File: config.mk
export PLATFORM = sky130hd
export DESIGN_NAME = vga_timing_gen_flat
export DESIGN_NICKNAME = d
export VERILOG_FILES = /design/src/rtl/vga_timing_if.sv /design/src/rtl/vga_timing_gen.sv /design/src/flat_wrapper.sv
export SDC_FILE = /design/constraint.sdc
export NUM_CORES = 1
export LEC_CHECK = 0
export ABC_AREA = 1
export BUFFER_PORTS_ARGS = -buffer_cell sky130_fd_sc_hd__buf_4
export CAP_MARGIN = 5
export CORE_UTILIZATION = 38
export CTS_BUF_LIST = sky130_fd_sc_hd__clkbuf_8
export CTS_CLUSTER_SIZE = 28
export DETAILED_ROUTE_END_ITERATION = 8
export PLACE_DENSITY_LB_ADDON = 0.08
export SLEW_MARGIN = 20
export SYNTH_ARGS = -nofsm -noshare
export SYNTH_HDL_FRONTEND = slang
export SYNTH_SLANG_ARGS = --single-unit
export TNS_END_PERCENT = 30
File: constraint.sdc
create_clock -name vga_clk -period 1.8 [get_ports vga_clk]
set_input_delay 0.18 -clock vga_clk [delete_from_list [all_inputs] [get_ports vga_clk]]
set_output_delay 0.18 -clock vga_clk [all_outputs]
set_load 0.02 [all_outputs]
File: src/rtl/vga_timing_if.sv
// rtl/vga_timing_if.sv - raster timing outputs shared by the generator and pixel sources
interface vga_timing_if;
    logic [9:0] DrawX;
    logic [9:0] DrawY;
    logic       blank;
    logic       hs;
    logic       vs;
    logic       line_end;
    logic       frame_start;
    logic [7:0] frame_count;

    modport master (
        output DrawX, DrawY, blank, hs, vs, line_end, frame_start, frame_count
    );

    modport slave (
        input DrawX, DrawY, blank, hs, vs, line_end, frame_start, frame_count
    );
endinterface

File: src/rtl/vga_timing_gen.sv
// rtl/vga_timing_gen.sv - 640x480@60 raster counters, visible-area decode and delayed syncs
module vga_timing_gen #(
    parameter int H_VISIBLE  = 640,
    parameter int H_FRONT    = 16,
    parameter int H_SYNC     = 96,
    parameter int H_BACK     = 48,
    parameter int V_VISIBLE  = 480,
    parameter int V_FRONT    = 10,
    parameter int V_SYNC     = 2,
    parameter int V_BACK     = 33,
    parameter int SYNC_DELAY = 1
) (
    input  logic             vga_clk,
    input  logic             reset,
    vga_timing_if.master     vga
);
    localparam int H_TOTAL = H_VISIBLE + H_FRONT + H_SYNC + H_BACK;
    localparam int V_TOTAL = V_VISIBLE + V_FRONT + V_SYNC + V_BACK;

    localparam logic [9:0] H_LAST     = 10'(H_TOTAL - 1);
    localparam logic [9:0] V_LAST     = 10'(V_TOTAL - 1);
    localparam logic [9:0] H_VIS      = 10'(H_VISIBLE);
    localparam logic [9:0] V_VIS      = 10'(V_VISIBLE);
    localparam logic [9:0] HS_START   = 10'(H_VISIBLE + H_FRONT);
    localparam logic [9:0] HS_END     = 10'(H_VISIBLE + H_FRONT + H_SYNC);
    localparam logic [9:0] VS_START   = 10'(V_VISIBLE + V_FRONT);
    localparam logic [9:0] VS_END     = 10'(V_VISIBLE + V_FRONT + V_SYNC);

    logic [9:0] x_q, x_d;
    logic [9:0] y_q, y_d;
    logic [7:0] fc_q, fc_d;
    logic       hs_raw, vs_raw;

    always_comb begin
        x_d  = x_q + 10'd1;
        y_d  = y_q;
        fc_d = fc_q;
        if (x_q == H_LAST) begin
            x_d = 10'd0;
            if (y_q == V_LAST) begin
                y_d  = 10'd0;
                fc_d = fc_q + 8'd1;
            end else begin
                y_d = y_q + 10'd1;
            end
        end
    end

    always_ff @(posedge vga_clk) begin
        if (reset) begin
            x_q  <= 10'd0;
            y_q  <= 10'd0;
            fc_q <= 8'd0;
        end else begin
            x_q  <= x_d;
            y_q  <= y_d;
            fc_q <= fc_d;
        end
    end

    // Visible-area and strobe decodes track the counters directly; only the syncs are delayed.
    assign hs_raw = !((x_q >= HS_START) && (x_q < HS_END));
    assign vs_raw = !((y_q >= VS_START) && (y_q < VS_END));

    assign vga.DrawX       = x_q;
    assign vga.DrawY       = y_q;
    assign vga.frame_count = fc_q;
    assign vga.blank       = (x_q < H_VIS) && (y_q < V_VIS);
    assign vga.line_end    = (x_q == H_LAST);
    assign vga.frame_start = (x_q == 10'd0) && (y_q == 10'd0);

    generate
        if (SYNC_DELAY == 0) begin : g_sync_direct
            assign vga.hs = hs_raw;
            assign vga.vs = vs_raw;
        end else begin : g_sync_pipe
            // Matches the one-posedge colour register in the pixel sources so syncs align at the pins.
            logic [SYNC_DELAY-1:0] hs_pipe_q, hs_pipe_d;
            logic [SYNC_DELAY-1:0] vs_pipe_q, vs_pipe_d;

            always_comb begin
                hs_pipe_d[0] = hs_raw;
                vs_pipe_d[0] = vs_raw;
                for (int i = 1; i < SYNC_DELAY; i++) begin
                    hs_pipe_d[i] = hs_pipe_q[i-1];
                    vs_pipe_d[i] = vs_pipe_q[i-1];
                end
            end

            always_ff @(posedge vga_clk) begin
                if (reset) begin
                    hs_pipe_q <= '1;
                    vs_pipe_q <= '1;
                end else begin
                    hs_pipe_q <= hs_pipe_d;
                    vs_pipe_q <= vs_pipe_d;
                end
            end

            assign vga.hs = hs_pipe_q[SYNC_DELAY-1];
            assign vga.vs = vs_pipe_q[SYNC_DELAY-1];
        end
    endgenerate
endmodule

File: src/flat_wrapper.sv
// flat-port wrapper written by rule: the top's interface ports become plain ports
module vga_timing_gen_flat 
#(
    parameter int H_VISIBLE  = 640,
    parameter int H_FRONT    = 16,
    parameter int H_SYNC     = 96,
    parameter int H_BACK     = 48,
    parameter int V_VISIBLE  = 480,
    parameter int V_FRONT    = 10,
    parameter int V_SYNC     = 2,
    parameter int V_BACK     = 33,
    parameter int SYNC_DELAY = 1
)
  (vga_clk, reset, vga_DrawX, vga_DrawY, vga_blank, vga_hs, vga_vs, vga_line_end, vga_frame_start, vga_frame_count);
  vga_timing_if vga_i ();
  input  logic vga_clk;
  input  logic reset;
  output wire logic [$bits(vga_i.DrawX)-1:0] vga_DrawX;
  output wire logic [$bits(vga_i.DrawY)-1:0] vga_DrawY;
  output wire logic [$bits(vga_i.blank)-1:0] vga_blank;
  output wire logic [$bits(vga_i.hs)-1:0] vga_hs;
  output wire logic [$bits(vga_i.vs)-1:0] vga_vs;
  output wire logic [$bits(vga_i.line_end)-1:0] vga_line_end;
  output wire logic [$bits(vga_i.frame_start)-1:0] vga_frame_start;
  output wire logic [$bits(vga_i.frame_count)-1:0] vga_frame_count;
  assign vga_DrawX = vga_i.DrawX;
  assign vga_DrawY = vga_i.DrawY;
  assign vga_blank = vga_i.blank;
  assign vga_hs = vga_i.hs;
  assign vga_vs = vga_i.vs;
  assign vga_line_end = vga_i.line_end;
  assign vga_frame_start = vga_i.frame_start;
  assign vga_frame_count = vga_i.frame_count;
  vga_timing_gen #(.H_VISIBLE(H_VISIBLE), .H_FRONT(H_FRONT), .H_SYNC(H_SYNC), .H_BACK(H_BACK), .V_VISIBLE(V_VISIBLE), .V_FRONT(V_FRONT), .V_SYNC(V_SYNC), .V_BACK(V_BACK), .SYNC_DELAY(SYNC_DELAY)) u_core (.vga_clk(vga_clk), .reset(reset), .vga(vga_i));
endmodule
## After elaboration in Yosys (flattened, before gate mapping)

Cells that the tools add are included.

| cells by class | value |
|---|---|
| multipliers | 0 |
| order comparisons | 6 |
| shifts and indexed selects | 0 |
| multiplexer cells | 1 |
| reduce and logical (&&, ||, !) cells | 10 |
| add/subtract/negate cells | 3 |
| divide/modulo/power cells | 0 |
| bitwise gates (word level) | 0 |
| equal/unequal tests | 2 |

Operators with widths:

| cell | count |
|---|---|
| 10-bit by 1-bit adder with 10-bit output (second input constant) | 2 |
| 10-bit equality test (second input constant) | 2 |
| 10-bit logical NOT | 2 |
| 10-bit less-than comparator (second input constant) | 2 |
| 10-bit by 9-bit less-than comparator with 1-bit output (second input constant) | 2 |
| 10-bit >= comparator (second input constant) | 1 |
| 10-bit by 9-bit >= comparator with 1-bit output (second input constant) | 1 |
| 10-bit 2-to-1 mux | 1 |
| 8-bit by 1-bit adder with 8-bit output (second input constant) | 1 |
| 1-bit logical AND | 4 |
| 1-bit logical NOT | 2 |
| 2-bit AND reduction | 1 |
| 2-bit OR reduction | 1 |

| storage, ports and cells | value |
|---|---|
| RAM bits | 0 |
| input port bits | 2 |
| register bits | 30 |
| word-level logic and storage cells | 27 |
| bits in latches | 0 |
| memory bits (read-only) | 0 |
| memories | 0 |

## Longest topological paths before layout

Gate-level depths: netlist of run 1.

| depth | value |
|---|---|
| depth in word-level cells | 3 |
| depth in mapped cells | 9 |
| gate-level depth less buffers | 9 |

## Least setup slack after synthesis of run 1

Ideal clock, no wire load.

| path | value |
|---|---|
| path kind | register -> output |
| start | reg u_core.y_q[0] (netlist: u_core.vga.DrawY[0]) |
| end | out vga_frame_start |
| arrival | 1.458 ns |
| buffers on the path | 0 |
| stages on the path, launching flop included | 5 |
| data required time | 1.620 ns |
| setup slack | 0.162 ns |
| path through | dfxtp_1 > inv_1 > ha_1 > nand4_1 > nor4_1 |

| on the way | value |
|---|---|
| word-level cells in the longest chain between the ends | 2 |

RTL lines:

| element | line | text |
|---|---|---|
| start: declaration | vga_timing_gen.sv:30 | `logic [9:0] y_q, y_d;` |
| start signal: assignment | vga_timing_gen.sv:56 | `y_q <= y_d;` |
| 10-bit logical NOT | vga_timing_gen.sv:70 | `assign vga.frame_start = (x_q == 10'd0) && (y_q == 10'd0);` |
| 1-bit logical AND | vga_timing_gen.sv:70 |  |
| end: declaration | flat_wrapper.sv:24 | `output wire logic [$bits(vga_i.frame_start)-1:0] vga_frame_start;` |

Every way passes these cells.

## Final worst setup path of run 1

Same ends and word-level chain as after synthesis.

==> results of run 1 <==
through the flow:
stage               hold slack (ns)  area, um^2  total power [W]  setup TNS [ns]
floorplan                     0.385        1750         0.000730               0
global placement              0.463        2060         0.000756               0
detailed placement            0.460        2060         0.000757               0
CTS                           0.157        2160          0.00131               0
global route                  0.158        2170          0.00136         -0.0186
finish                        0.157        2170          0.00130               0
worst max-delay path by stage:
stage	start	end	slack, ns	depth (start not counted)
5_1_grt	u_core.vga.DrawY[0]$_SDFFE_PP0P_	vga_frame_start	-0.02	5
4_1_cts	u_core.vga.DrawY[0]$_SDFFE_PP0P_	vga_frame_start	0.04	5
2_1_floorplan	u_core.vga.DrawY[0]$_SDFFE_PP0P_	vga_frame_start	0.16	4
3_5_place_dp	u_core.vga.DrawX[0]$_SDFF_PP0_	u_core.vga.frame_count[0]$_SDFFE_PP0P_	0.23	6
3_3_place_gp	u_core.vga.DrawX[0]$_SDFF_PP0_	u_core.vga.frame_count[0]$_SDFFE_PP0P_	0.26	6
6_report	u_core.vga.DrawY[0]$_SDFFE_PP0P_	vga_frame_start	0.05	5
power groups by stage:
stage                     Combinational (W)  Sequential, W  Clock [W]
after floorplan                   0.0000331       0.000697          0
after global placement            0.0000651       0.000691          0
after detailed placement          0.0000648       0.000692          0
after CTS                         0.0000651       0.000677   0.000568
after global routing              0.0000733       0.000677   0.000608
final                             0.0000673       0.000677   0.000558
cells in the final DEF, fill, tap and decap left out:
master and count:
nor2_4 7, dfxtp_1 30, nand2_1 60, clkbuf_8 6, nand4_2 1, o21ai_0 6, nor4_1 3, buf_4 35
nand3_2 3, nand4_4 1, nand3b_1 1, nor2_2 3, clkinv_2 2, a21oi_2 7, nor3_2 1, nor3b_1 2
nor4_2 1, nor2_1 33, o21ai_1 6, nand2_4 1, a21oi_1 8, clkinv_1 1, ha_1 5, nand4_1 8
inv_2 3, nand3_1 17, nor3_1 1, inv_1 32, nand2_2 3, xor2_1 5
final cells by class:
type | instances | area, um^2
inverter | 36 | 136
multi-input combinational | 183 | 1010
clock buffer | 6 | 82.6
timing repair buffer | 35 | 263
clock inverter | 2 | 8.76
sequential | 30 | 601
tap | 52 | 65.1
fill | 483 | 2220
per-layer routing:
metal,vias up,track usage [%],wire length [um]
met1,773,25.5,2130
met2,41,27.4,1930
met4,0,7.11,25
met5,-,0,0
li1,888,-,-
met3,2,4.22,191
timing repair:
| item | in CTS | in global routing |
|---|---|---|
| hold buffers | 0 | 0 |
| pin swaps | 1 | 0 |
| resized for setup | 0 | 1 |
| endpoints found under the setup margin | 1 | 1 |
| setup buffers | 1 | 0 |
sequential cells by signal, indices dropped and copies added, names as in the netlist:
signal and count:
u_core.vga.DrawX 10, u_core.vga.DrawY 10, u_core.vga.frame_count 8, u_core.vga.hs 1, u_core.vga.vs 1
logic make-up after synthesis:
group / after synthesis
xor gates and xnor gates: 5
AOI/OAI and AO/OA: 27
adders and majority gates: 5
DFF: 30
buffers and inverters: 37
and+or+nand+nor: 146
critical path, delay by kind of cell (launching register included):
| kind | cells | cell delay, ns |
|---|---|---|
| adders and majority gates | 1 | 0.21 |
| buffers and inverters | 2 | 0.32 |
| DFF | 1 | 0.35 |
| and+or+nand+nor | 2 | 0.41 |
==> flow_summary.yaml, run 1 <==
synth:
  syn_inst: 250
  synth_simple_gate_area_share_pct: 42.3
  yosysSeqAreaShare_pct: 34.4
  synth_compound_area_share_pct: 9.24
  synth_xor_area_share_pct: 2.51
  syn_nets: 257
  synth_top_area_cell: "dfxtp_1"
  netlist_area_mm2: 0.00175
  synthTopCellsByArea: "dfxtp_1 34%, nand2_1 13%, nor2_1 7.1%, inv_1 6.7%, nand3_1 4.9%"
  syn_area_per_cell_um2: 6.99
  synth_commonest_cells: "60 x nand2_1, 33 x nor2_1, 31 x inv_1, 30 x dfxtp_1, 17 x nand3_1"
  muxShareOfSynthArea_pct: 0
  ys_types: 28
  synth_top_family_by_area: "simple AND/OR/NAND/NOR gates"
  yosysTopAreaCellShare_pct: 34.4
  yosys_register_bits: 30
  synth_edf_count: 0
  yosysWarnings: 0
  synth.most_common_cell: "nand2_1"
  async_flop_share_pct: 0
  synth-adder-area-share_pct: 3.58
  synth_ff_type: "dfxtp_1"
clock_network:
  root_buffer: "clkbuf_8"
  cts_sinks: 30
  clockBufferDepth: 2
  clk-insertion-delay-late_ns: 0.28
  cts_max_level: 2
  path_clk_slew_ns: 0.07
  cts_made_buffers: 5
  cts_tree: "built"
floorplan:
  rows: 24
  core-area_mm2: 0.00438
  io_pins: 35
  dieHeight_um: 69.8
  fp.dieW_um: 69.8
  dieArea_mm2: 0.00487
  start_util_pct: 39.8
placement:
  port_buffers: 34
  dp_hpwl_mm: 3.25
  placed_cells: 335
  gp_congestion: 0.876
  post-place-ws_ns: 0.227
timing:
  max_freq_mhz: 573
  layout_setup_ws_ns: 0.0537
  hold_viol: 0
  setup_viol: 0
  fin_skew_ns: 0.00783
  min_period_ns: 1.75
  finalMaxSlewViolations: 0
  tightest_slew_ns: 0.454
  period_share_pct: 97.0
  timing.slew.headroom_pct: 69.5
worst_setup_path:
  crit_type: "flip-flop to primary output"
  rr_worst_depth: 7
  cp.arrival_ns: 1.57
  cp_slowest_cell: "dfxtp_1"
  critPathRequiredTime_ns: 1.62
  critPathMaxFanout: 4
  slowest_delay_ns: 0.35
  r2r-start: "u_core.vga.DrawX[0]$_SDFF_PP0_"
  cp-start-kind: "flip-flop"
  reg2reg_to: "u_core.vga.frame_count[0]$_SDFFE_PP0P_"
  path_cells: "inv_1 > ha_1 > nand4_1 > nor4_2 > buf_4"
  reg2reg_setup_slack_ns: 0.18
  end_kind: "primary output"
global_route:
  grt_use_total_pct: 18.3
  antenna_found_initial: 0
  grt_pass1_wl_mm: 7.10
  grt_pass1_vias: 1541
  grt_overflow: 0
  grt_max_degree: 12
routing:
  vias: 1704
  drt_wl_total_mm: 4.28
  drt_iter0_markers: 154
  route.detailed.drc: 0
  viasPerCell: 4.95
  ant_nets: 0
  drtPass1Iterations: 4
  drt-wirelength-per-cell_um: 12.4
worst_hold_path:
  hold_depth: 2
  hp-class: "input port to flip-flop"
  holdPathEnd: "u_core.vga.frame_count[3]$_SDFFE_PP0P_"
  hold_path.startpoint: "reset"
power:
  power.density_mw_per_mm2: 600
  p_comb_share_pct: 5.2
  vdd_drop_max_mv: 0.378
  p_switching_w: 0.000305
  seqPwrFrac_pct: 52.0
  internal-power_w: 0.000997
  power_switching_share_pct: 23.4
  power.share.clock_pct: 42.8
  p_leak_nw: 0.923
flow_run:
  drv_cap: 0
outcome:
  outcome: "complete, no violations"
finish:
  drive_above_1_share_pct: 25.3
  num_antenna_cells: 0
  syn_to_final_growth_pct: 24.1
  final_nets: 298
  final_cell_count_no_fill: 344
  utilization_pct: 49.5
No activity file was read; power rests on OpenSTA's default activity.
==> run 2, diff against run 1 <==
--- a/config.mk
+++ b/config.mk
@@ -6,14 +6,14 @@
 export NUM_CORES = 1
 export LEC_CHECK = 0
 export ABC_AREA = 1
-export BUFFER_PORTS_ARGS = -buffer_cell sky130_fd_sc_hd__buf_4
+export BUFFER_PORTS_ARGS = -buffer_cell sky130_fd_sc_hd__buf_2
 export CAP_MARGIN = 5
-export CORE_UTILIZATION = 38
+export CORE_UTILIZATION = 57
 export CTS_BUF_LIST = sky130_fd_sc_hd__clkbuf_8
 export CTS_CLUSTER_SIZE = 28
 export DETAILED_ROUTE_END_ITERATION = 8
 export PLACE_DENSITY_LB_ADDON = 0.08
-export SLEW_MARGIN = 20
+export SLEW_MARGIN = 30
 export SYNTH_ARGS = -nofsm -noshare
 export SYNTH_HDL_FRONTEND = slang
 export SYNTH_SLANG_ARGS = --single-unit
==> flow_summary.yaml, run 2 (synthesized netlist as in run 1, its figures left out) <==
timing:
  hold_viol: 0
  max_freq_mhz: 566
  timing.slew.headroom_pct: 77.9
  hold_slack_ns: 0.245
  fin_setup_tns_ns: 0
  finalMaxSlewViolations: 0
  rsz0062_at_grt: "no"
  setup_viol: 0
  tightest_slew_ns: 0.329
  period_share_pct: 98.2
  fin_skew_ns: 0.00572
  min_period_ns: 1.77
worst_hold_path:
  holdPathEnd: "u_core.vga.frame_count[7]$_SDFFE_PP0P_"
  hold_path.startpoint: "reset"
  hold_depth: 2
  hp-class: "input port to flip-flop"
clock_network:
  cts_max_level: 2
  clockBufferDepth: 2
  cts_sinks: 30
  root_buffer: "clkbuf_8"
  clk-insertion-delay-late_ns: 0.28
  cts_tree: "built"
  path_clk_slew_ns: 0.06
  cts_made_buffers: 5
  holdBufCountCts: 0
worst_setup_path:
  end_kind: "primary output"
  reg2reg_setup_slack_ns: 0.26
  r2r-start: "u_core.vga.DrawX[0]$_SDFF_PP0_"
  cp_slowest_cell: "dfxtp_1"
  critPathRequiredTime_ns: 1.62
  cp.arrival_ns: 1.59
  rr_worst_depth: 7
  reg2reg_to: "u_core.vga.frame_count[0]$_SDFFE_PP0P_"
  slowest_delay_ns: 0.35
  crit_type: "flip-flop to primary output"
  path_cells: "inv_1 > ha_1 > nand4_1 > nor4_1 > buf_2"
  critPathMaxFanout: 4
  cp-start-kind: "flip-flop"
power:
  power_switching_share_pct: 19.4
  p_comb_share_pct: 3.9
  internal-power_w: 0.00128
  power.share.clock_pct: 53.5
  p_switching_w: 0.000308
  vdd_drop_max_mv: 0.598
  seqPwrFrac_pct: 42.6
  power.density_mw_per_mm2: 751
  p_leak_nw: 0.939
  power_w: 0.00159
outcome:
  violations: "DRC"
  outcome: "finished, violations left"
finish:
  drive_above_1_share_pct: 25.9
  layout_commonest_cell: "nand2_1"
  final_nets: 299
  fill_cells: 226
  syn_to_final_growth_pct: 20.9
  final_cell_mix: "60 x nand2_1, 34 x buf_2, 33 x nor2_1, 31 x inv_1, 30 x dfxtp_1"
  num_antenna_cells: 0
routing:
  route.detailed.drc: 7
  drt-wirelength-per-cell_um: 12.5
  ant_nets: 0
  vias: 1715
  viasPerCell: 5.29
  drt_iter0_markers: 108
  drt_wl_total_mm: 4.05
  drtPass1Iterations: 6
global_route:
  grt_pass1_wl_mm: 6.85
  antenna_found_initial: 0
  grt_use_met3_pct: 8.62
  grt_pass1_vias: 1604
  use_met2_pct: 41.9
  grt_busiest_layer: "met2"
  grt_max_degree: 12
  grt_use_total_pct: 27.3
  grt.met1_usage_pct: 34.4
  grt_overflow: 0
placement:
  port_buffers: 34
  dp_hpwl_mm: 3.01
  gp_congestion: 0.938
floorplan:
  dieHeight_um: 57.4
  fp.dieW_um: 57.4
  rows: 19
  io_pins: 35
  core-area_mm2: 0.00283
  dieArea_mm2: 0.00329
  start_util_pct: 61.7
flow_run:
  drv_cap: 0
==> run 2: cell types whose count changed in the layout (fill, tap and decap cells not counted), sizes merged <==
cell,previous run,this run
inv,35,34
clkinv,3,2
bufinv,0,2
buf,35,36
==> run 2: area by class of cell <==
cell class	instances	area [um^2]	area share (%)
clock buffer	6	82.6	3.91
clock inverter	2	60.1	2.84
inverter	36	136	6.46
multi-input combinational	183	1010	47.7
sequential	30	601	28.4
tap	31	38.8	1.84
timing repair buffer	36	185	8.77
==> run 2: metal layers <==
layer,wire (um),vias to the layer above
li1,-,890
met1,1910,750
met2,1780,65
met3,267,10
met4,94,0
met5,0,-
==> run 2: power by group through the flow <==
stage	sequential (W)	combinational, W	clock (W)
after floorplan	0.000697	0.0000331	0
after global placement	0.000691	0.0000577	0
after detailed placement	0.000691	0.0000608	0
after CTS	0.000676	0.0000611	0.000863
after global routing	0.000677	0.0000652	0.000896
final	0.000676	0.0000611	0.000850
==> run 2: how the worst max path moves through the flow <==
| stage | startpoint | end | slack, ns | depth (start not counted) |
|---|---|---|---|---|
| final | u_core.vga.DrawY[0]$_SDFFE_PP0P_ | vga_frame_start | 0.03 | 5 |
| after CTS | u_core.vga.DrawX[0]$_SDFF_PP0_ | vga_line_end | 0.004 | 4 |
| after global placement | u_core.vga.DrawX[0]$_SDFF_PP0_ | u_core.vga.frame_count[0]$_SDFFE_PP0P_ | 0.33 | 6 |
| after floorplan | u_core.vga.DrawY[0]$_SDFFE_PP0P_ | vga_frame_start | 0.16 | 4 |
| after detailed placement | u_core.vga.DrawX[0]$_SDFF_PP0_ | u_core.vga.frame_count[0]$_SDFFE_PP0P_ | 0.28 | 6 |
| after global routing | u_core.vga.DrawX[0]$_SDFF_PP0_ | vga_line_end | 0.03 | 4 |
==> run 2: repair_timing <==
item | 4_1_cts | 5_1_grt
setup buffers | 0 | 2
endpoints found under the setup margin | 1 | 1
cloned | 0 | 0
pin swaps | 1 | 1
hold endpoints to repair | 0 | 0
gates resized for setup | 0 | 1
==> run 2: stage by stage <==
step	util [%]	setup WS, ns	instance area (um^2)	std cells
after global routing	74.7	0.0272	2110	324
after global placement	69.0	0.329	1950	314
after CTS	74.0	0.00441	2090	322
after floorplan	-	0.162	1750	250
final	74.7	0.0317	2110	324
after detailed placement	69.0	0.279	1950	314
==> run 2: critical path: cells and delay by family (launching register included) <==
family	cells	cell delay, ns
adder cells (fa/ha/maj)	1	0.22
buffers and inverters	2	0.34
flip-flops	1	0.35
AND/OR/NAND/NOR	2	0.40
==> run 3, diff against run 2 <==
--- a/config.mk
+++ b/config.mk
@@ -13,6 +13,7 @@
 export CTS_CLUSTER_SIZE = 28
 export DETAILED_ROUTE_END_ITERATION = 8
 export PLACE_DENSITY_LB_ADDON = 0.08
+export SETUP_SLACK_MARGIN = 0.5
 export SLEW_MARGIN = 30
 export SYNTH_ARGS = -nofsm -noshare
 export SYNTH_HDL_FRONTEND = slang
==> flow_summary.yaml, run 3 (synthesized netlist as in run 1, its figures left out) <==
timing:
  rsz0062_at_grt: "yes"
  min_period_ns: 1.58
  finalMaxSlewViolations: 0
  fin_setup_tns_ns: 0
  setup_viol: 0
  fin_skew_ns: 0.00540
  layout_setup_ws_ns: 0.221
  max_freq_mhz: 633
  hold_slack_ns: 0.243
  hold_viol: 0
  tightest_slew_ns: 0.327
  period_share_pct: 87.7
  timing.slew.headroom_pct: 78.1
routing:
  viasPerCell: 6.09
  drt-wirelength-per-cell_um: 17.8
  drt_wl_total_mm: 6.11
  drt_iter0_markers: 168
  top_layer_used: "met4"
  wl_met3_um: 529
  ant_nets: 0
  vias: 2095
  wl_met2_mm: 2.95
  wl_met1_mm: 2.24
  route.detailed.drc: 2
  drtPass1Iterations: 7
flow_run:
  drv_cap: 0
floorplan:
  core-area_mm2: 0.00283
  fp.dieW_um: 57.4
  io_pins: 35
  dieArea_mm2: 0.00329
  start_util_pct: 61.7
  dieHeight_um: 57.4
  rows: 19
worst_setup_path:
  setup.worst_path.start: "u_core.vga.DrawX[2]$_SDFF_PP0_"
  crit_end: "vga_frame_start"
  reg2reg_to: "u_core.vga.DrawY[3]$_SDFFE_PP0P_"
  critPathMaxFanout: 7
  critPathRequiredTime_ns: 1.62
  rr_worst_depth: 8
  end_kind: "primary output"
  cp.arrival_ns: 1.40
  r2r-start: "u_core.vga.DrawX[1]$_SDFF_PP0_"
  crit_type: "flip-flop to primary output"
  cp-start-kind: "flip-flop"
  reg2reg_setup_slack_ns: 0.29
clock_network:
  clockBufferDepth: 2
  holdBufCountCts: 0
  cts_made_buffers: 5
  cts_sinks: 30
  clk-insertion-delay-late_ns: 0.30
  cts_tree: "built"
  cts_max_level: 2
  root_buffer: "clkbuf_8"
  path_clk_slew_ns: 0.06
global_route:
  grt_overflow: 0
  antenna_found_initial: 0
  grt_use_total_pct: 35.8
  grt_pass1_vias: 1865
  grt_pass1_wl_mm: 8.78
  grt_max_degree: 12
finish:
  drive_above_1_share_pct: 48.6
  final_cell_mix: "48 x nand2_1, 31 x buf_2, 26 x inv_1, 25 x nor2_1, 21 x buf_4"
  num_antenna_cells: 0
  final_nets: 319
  design_area_mm2: 0.00250
  layout_commonest_cell: "nand2_1"
  syn_to_final_growth_pct: 43.3
worst_hold_path:
  hp-class: "input port to flip-flop"
placement:
  port_buffers: 34
  post-place-ws_ns: 0.364
  gp_congestion: 0.833
  placed_area_mm2: 0.00201
  dp_hpwl_mm: 3.12
power:
  vdd_drop_max_mv: 0.606
  power_w: 0.00128
  p_leak_nw: 1.16
  power.density_mw_per_mm2: 510
outcome:
  outcome: "finished, violations left"
  violations: "DRC"
[run 3: cell count changes in the layout (fill, tap and decap cells not counted), moves of 7 or more]
| cell | delta |
|---|---|
| dfxtp_4 | +7 |
| nand2_1 | -12 |
| dfxtp_2 | +10 |
| dfxtp_1 | -17 |
| nand2_2 | +8 |
| buf_4 | +19 |
| nor2_1 | -8 |
[run 3: area by class of cell]
class	count	area, um^2
timing repair buffer	56	358
inverter	36	145
multi-input combinational	183	1240
sequential	30	639
clock buffer	5	68.8
fill	153	325
clock inverter	3	11.3
tap	31	38.8
[run 3: timing repair]
action	in CTS	in global routing
gates cloned	0	0
resized for setup	50	29
buffers inserted	18	4
setup endpoints to repair	27	30
pin swaps	27	20
[run 3: how the worst min path moves through the flow]
stage | startpoint | to | slack, ns | cells past startpoint
5_1_grt | reset | u_core.vga.DrawY[5]$_SDFFE_PP0P_ | 0.27 | 2
3_5_place_dp | u_core.vga.DrawX[0]$_SDFF_PP0_ | u_core.vga.DrawX[0]$_SDFF_PP0_ | 0.44 | 1
3_3_place_gp | u_core.vga.DrawX[0]$_SDFF_PP0_ | u_core.vga.DrawX[0]$_SDFF_PP0_ | 0.44 | 1
4_1_cts | reset | u_core.vga.frame_count[6]$_SDFFE_PP0P_ | 0.23 | 2
2_1_floorplan | reset | u_core.vga.hs$_SDFF_PP1_ | 0.38 | 2
6_report | reset | u_core.vga.DrawY[5]$_SDFFE_PP0P_ | 0.24 | 2
[run 3: routing by layer]
layer,GRT usage (%),up-vias
met1,42.7,954
met4,23.3,0
li1,-,934
met5,0,-
met3,7.26,45
met2,58.3,162
[run 3: per-stage QoR]
stage	utilization, %	std cells
6_report	88.5	344
5_1_grt	88.5	344
4_1_cts	84.2	340
3_5_place_dp	70.9	314
3_3_place_gp	70.9	314
2_1_floorplan	-	250
[run 3: worst max-delay path, stage by stage, from the launching register on]
cell     delay [ns]
dfxtp_4        0.38
nor2_2         0.17
nand3_2        0.12
nor4_4         0.25
buf_4          0.17
[run 3: where the power goes]
part / switching (W) / total [W] / internal [W]
logic: 0.0000517 / 0.0000847 / 0.0000330
registers: 0.0000103 / 0.000673 / 0.000663
clock network: 0.000262 / 0.000518 / 0.000257
total: 0.000324 / 0.00128 / 0.000953
